===== config.mk =====
export PLATFORM = sky130hd
export DESIGN_NAME = fetch_sequencer
export DESIGN_NICKNAME = d
export VERILOG_FILES = /design/src/rtl/fetch_pkg.sv /design/src/rtl/wait_timer.sv /design/src/rtl/fetch_sequencer.sv
export SDC_FILE = /design/constraint.sdc
export NUM_CORES = 1
export LEC_CHECK = 0
export CORE_UTILIZATION = 34
export CTS_CLUSTER_SIZE = 12
export DETAILED_ROUTE_END_ITERATION = 8
export GPL_TIMING_DRIVEN = 0
export PLACE_DENSITY = 0.69
export SLEW_MARGIN = 20
export SYNTH_ARGS = -nofsm -noshare
export SYNTH_HDL_FRONTEND = slang
export SYNTH_SLANG_ARGS = --single-unit

===== constraint.sdc =====
create_clock -name clk -period 1.55 [get_ports clk]
set_input_delay 0.31 -clock clk [delete_from_list [all_inputs] [get_ports clk]]
set_output_delay 0.31 -clock clk [all_outputs]
set_load 0.01 [all_outputs]

===== src/rtl/fetch_pkg.sv =====
// Shared types and default sizing for the instruction-fetch stage.
package fetch_pkg;

    localparam int unsigned ADDR_W_DEF  = 8;
    localparam int unsigned DATA_W_DEF  = 8;
    localparam int unsigned TIMEOUT_DEF = 15;

    typedef enum logic [1:0] {
        IDLE  = 2'd0,
        FETCH = 2'd1,
        VALID = 2'd2,
        ERR   = 2'd3
    } state_e;

endpackage


===== src/rtl/wait_timer.sv =====
// Saturating wait-cycle counter; expired_c flags the cycle whose count would reach TIMEOUT.
module wait_timer #(
    parameter int unsigned TIMEOUT = 15
) (
    input  logic clk,
    input  logic reset_n,
    input  logic clear_i,
    input  logic en_i,
    output logic expired_c
);

    localparam int unsigned CNT_W = $clog2(TIMEOUT + 1);

    logic [CNT_W-1:0] count_q;
    logic [CNT_W-1:0] count_d;

    always_comb begin
        count_d = count_q;
        if (clear_i) begin
            count_d = '0;
        end else if (en_i && (count_q != CNT_W'(TIMEOUT))) begin
            count_d = count_q + CNT_W'(1);
        end
    end

    always_ff @(posedge clk or negedge reset_n) begin
        if (!reset_n) begin
            count_q <= '0;
        end else begin
            count_q <= count_d;
        end
    end

    // Fires during the TIMEOUT-th consecutive unacked cycle so the error lands one edge later.
    assign expired_c = en_i && !clear_i && (count_q >= CNT_W'(TIMEOUT - 1));

endmodule


===== src/rtl/fetch_sequencer.sv =====
// Instruction-fetch control: reads one byte per instruction, holds it for decode, steers the PC.
module fetch_sequencer
    import fetch_pkg::*;
#(
    parameter int unsigned ADDR_W  = ADDR_W_DEF,
    parameter int unsigned DATA_W  = DATA_W_DEF,
    parameter int unsigned TIMEOUT = TIMEOUT_DEF
) (
    input  logic              clk,
    input  logic              reset_n,
    input  logic              run,
    input  logic [ADDR_W-1:0] pc_in,
    output logic              pc_step,
    output logic              pc_set,
    output logic [ADDR_W-1:0] pc_set_val,
    output logic              mem_req,
    output logic [ADDR_W-1:0] mem_addr,
    input  logic              mem_ack,
    input  logic [DATA_W-1:0] mem_rdata,
    output logic              instr_valid,
    input  logic              instr_ready,
    output logic [DATA_W-1:0] instr_data,
    output logic [ADDR_W-1:0] instr_addr,
    input  logic              redirect,
    input  logic [ADDR_W-1:0] redirect_addr,
    output logic              err
);

    state_e            state_q,      state_d;
    logic              pc_step_q,    pc_step_d;
    logic              pc_set_q,     pc_set_d;
    logic [ADDR_W-1:0] pc_set_val_q, pc_set_val_d;
    logic [DATA_W-1:0] instr_data_q, instr_data_d;
    logic [ADDR_W-1:0] instr_addr_q, instr_addr_d;
    logic              err_q,        err_d;

    logic              in_fetch_c;
    logic              expired_c;
    logic [ADDR_W-1:0] fetch_addr_c;

    assign in_fetch_c = (state_q == FETCH);

    // The counter loads one edge after pc_set, so forward the pending target meanwhile.
    assign fetch_addr_c = pc_set_q ? pc_set_val_q : pc_in;

    wait_timer #(
        .TIMEOUT (TIMEOUT)
    ) u_wait_timer (
        .clk       (clk),
        .reset_n   (reset_n),
        .clear_i   (!in_fetch_c || redirect),
        .en_i      (in_fetch_c && !mem_ack),
        .expired_c (expired_c)
    );

    always_comb begin
        state_d      = state_q;
        pc_step_d    = 1'b0;
        pc_set_d     = 1'b0;
        pc_set_val_d = pc_set_val_q;
        instr_data_d = instr_data_q;
        instr_addr_d = instr_addr_q;
        err_d        = err_q;

        if (state_q == ERR) begin
            state_d = ERR;
        end else if (redirect) begin
            pc_set_d     = 1'b1;
            pc_set_val_d = redirect_addr;
            state_d      = run ? FETCH : IDLE;
        end else begin
            case (state_q)
                IDLE: begin
                    if (run) begin
                        state_d = FETCH;
                    end
                end
                FETCH: begin
                    if (mem_ack) begin
                        instr_data_d = mem_rdata;
                        instr_addr_d = fetch_addr_c;
                        pc_step_d    = 1'b1;
                        state_d      = VALID;
                    end else if (expired_c) begin
                        err_d   = 1'b1;
                        state_d = ERR;
                    end
                end
                VALID: begin
                    if (instr_ready) begin
                        state_d = run ? FETCH : IDLE;
                    end
                end
                default: state_d = ERR;
            endcase
        end
    end

    always_ff @(posedge clk or negedge reset_n) begin
        if (!reset_n) begin
            state_q      <= IDLE;
            pc_step_q    <= 1'b0;
            pc_set_q     <= 1'b0;
            pc_set_val_q <= '0;
            instr_data_q <= '0;
            instr_addr_q <= '0;
            err_q        <= 1'b0;
        end else begin
            state_q      <= state_d;
            pc_step_q    <= pc_step_d;
            pc_set_q     <= pc_set_d;
            pc_set_val_q <= pc_set_val_d;
            instr_data_q <= instr_data_d;
            instr_addr_q <= instr_addr_d;
            err_q        <= err_d;
        end
    end

    assign mem_req     = in_fetch_c;
    assign mem_addr    = in_fetch_c ? fetch_addr_c : '0;
    assign instr_valid = (state_q == VALID);
    assign pc_step     = pc_step_q;
    assign pc_set      = pc_set_q;
    assign pc_set_val  = pc_set_val_q;
    assign instr_data  = instr_data_q;
    assign instr_addr  = instr_addr_q;
    assign err         = err_q;

endmodule


==> results.py <==
metrics = {
    "routing": {
        "dr.pass1.iters": 4,
        "vias_per_cell": 4.872,
        "vias": 1296,
        "drtIter0Drc": 69,
        "drc": 0,
        "antenna_left": 0,
        "wl_per_cell_um": 15.48,
        "routed_wl_um": 4118,
    },
    "synth": {
        "ys.flop_type": "dfrtp_1",
        "yosysSeqAreaShare": 0.5570,
        "synth_cell_types": 30,
        "synth_edf_count": 0,
        "synth_nets": 152,
        "ys_ff_latch": 33,
        "ys_top_cells_by_area": "dfrtp_1 56%, mux2_2 11%, mux2i_1 5.4%",
        "syn_inst": 120,
        "syn-cell-area_mm2": 0.001483,
        "synth_async_sr_flop_share": 1.000,
        "yosys.area.top_type_share": 0.5570,
        "synth.avg_cell_area_um2": 12.36,
        "ys_warn_count": 0,
        "synth_area_leader_cell": "dfrtp_1",
    },
    "sta": {
        "timing.fmax_mhz": 613.4,
        "min_period_over_period": 1.052,
        "holdWs_ps": 90.32,
        "hold_violations": 0,
        "rsz0062_at_grt": "yes",
        "worst_slew_pin_slew_ps": 729.0,
        "finalSetupViolCount": 8,
        "layout_setup_ws_ps": -80.14,
        "relSlewSlack": 0.5140,
        "drv_slew": 0,
        "period_needed_ps": 1630,
        "skew_ps": 5.653,
    },
    "worst_setup_path": {
        "critPathMaxFanout": 8,
        "cp.required_ps": 1240,
        "cpPeakStageDelay_ps": 390,
        "path_cells": "buf_12, mux2i_2, nor2_1, buf_2",
        "critPathTopFamily": "flip-flops",
        "cpMaxStageDelayCell": "dfrtp_1",
        "end_kind": "primary output",
        "crit_type": "reg -> out",
        "cp_data_arrival_time_ps": 1320,
        "startpoint_type": "flip-flop",
        "crit_buf_inv": 2,
    },
    "cts": {
        "cts_tree": "yes",
        "cts_hold_buf": 0,
        "cts_sinks": 33,
        "cts_root_buf": "clkbuf_8",
        "cts.htree.levels": 2,
        "cts_made_buffers": 5,
        "cts.clk_slew.worst_paths_ps": 70,
        "insertion_delay_ps": 280,
        "clk_path_buf_depth": 2,
    },
    "power": {
        "power_mw": 4.451,
        "p_per_area_mw_per_mm2": 1761,
        "ir_worst_vdd_v": 0.001022,
        "p_leak_nw": 1.163,
    },
    "placement": {
        "dp_cells": 236,
        "placement.cell_area_mm2": 0.002201,
        "port-buffer-count": 66,
        "detailed_place_hpwl_um": 2754,
        "gp_congestion": 0.8869,
    },
    "final_layout": {
        "finalNetCount": 247,
        "area_growth_pct": 70.46,
        "final_area_mm2": 0.002527,
        "instances_no_fill": 266,
        "n_antenna_cell": 0,
        "mostFrequentLayoutCells": "45 x clkdlybuf4s50_1, 32 x dfrtp_1, 23 x buf_4",
        "layout-drive-gt1-share": 0.3380,
        "final_util": 0.6185,
        "mostFrequentLayoutCell": "clkdlybuf4s50_1",
    },
    "status": {
        "violations": "setup timing",
        "status": "finished with violations",
    },
    "global_routing": {
        "grt_pass1_wl_um": 5968,
        "overflow": 0,
        "grt.busiest_layer": "met2",
        "grt_max_degree": 34,
        "met3_usage": 0.05500,
        "antenna_found_initial": 0,
        "grtUsageTotal": 0.1783,
        "use_met1": 0.1858,
        "use_met2": 0.3272,
        "grt_pass1_vias": 1346,
    },
    "die": {
        "start_util": 0.3628,
        "ios": 67,
        "die_w_um": 68.04,
        "rows": 23,
        "core_mm2": 0.004086,
        "die_area_mm2": 0.004629,
        "fp.dieH_um": 68.04,
    },
    "worst_hold_path": {
        "worstHoldPathType": "in -> async",
    },
    "flow_run": {
        "cap_violations": 0,
    },
}
## cell usage after synthesis (all sizes together), types with 2 or more instances
master / n
a211oi: 2
a21boi: 2
a21oi: 10
buf: 5
dfrtp: 33
ha: 2
inv: 5
mux2: 17
mux2i: 8
nand2b: 2
nor2: 19
nor3: 2
## path summary, 6_finish.rpt
kind	startpoint	endpoint	slack, ps	cells after the start
setup / recovery	pc_set	mem_addr[1]	-80	4
hold / removal	reset_n	instr_addr[6]	90	1
setup reg to reg	state_q[1]	instr_data[5]	70	5
hold reg to reg	err	err	470	2
max in group asynchronous	reset_n	state_q[0]	950	1
min in group clk	err	err	470	2
## per-stage QoR
| stage | setup slack [ps] | TNS (ps) |
|---|---|---|
| after global placement | -448.1 | -21810 |
| after detailed placement | -338.8 | -8036 |
| after global routing | -129.0 | -911.4 |
| after floorplan | 217.9 | 0 |
| after CTS | -19.84 | -80.32 |
| final | -80.14 | -441.5 |
## area by class of cell
cell class / instances / area (µm²)
multi-input combinational: 77 / 660.6
clock buffer: 7 / 86.33
buffer: 5 / 65.06
timing repair buffer: 88 / 777.0
sequential: 33 / 827.0
fill: 327 / 1559
inverter: 5 / 18.77
tap: 50 / 62.56
clock inverter: 1 / 30.03
## metal layers
metal	share of wire	up-vias
li1	-	600
met4	0.030	0
met2	0.54	52
met3	0.046	12
met5	0	-
met1	0.39	632
## repair_timing
action	4_1_cts	5_1_grt
gates cloned	0	0
gates resized for setup	53	13
setup buffers	19	3
setup endpoints to repair	21	15
## sequential cells by signal (all words and copies together), names as in the netlist
name / flops
pc_step: 1
pc_set_val: 8
u_wait_timer.count_q: 4
state_q: 2
err: 1
instr_data: 8
pc_set: 1
instr_addr: 8
## kinds of logic (layout without fill, tap and decap cells)
group,count (synthesis),after routing,share of synthesized area
DFF,33,33,0.5570
and+or+nand+nor,30,30,0.1030
muxes,25,25,0.1907
AOI/OAI and AO/OA,19,19,0.08017
buffers and inverters,10,106,0.04641
adders and majority gates,2,2,0.01687
xor gates and xnor gates,1,1,0.005908
## power breakdown
group	switching, mW	total (mW)	internal [mW]	leakage [nW]
Combinational	0.891	2.21	1.32	0.715
Clock	0.293	0.817	0.524	0.0585
Sequential	0.233	1.42	1.19	0.389
Total	1.42	4.45	3.03	1.16
Note: power is estimated with default switching activity, not from simulation.
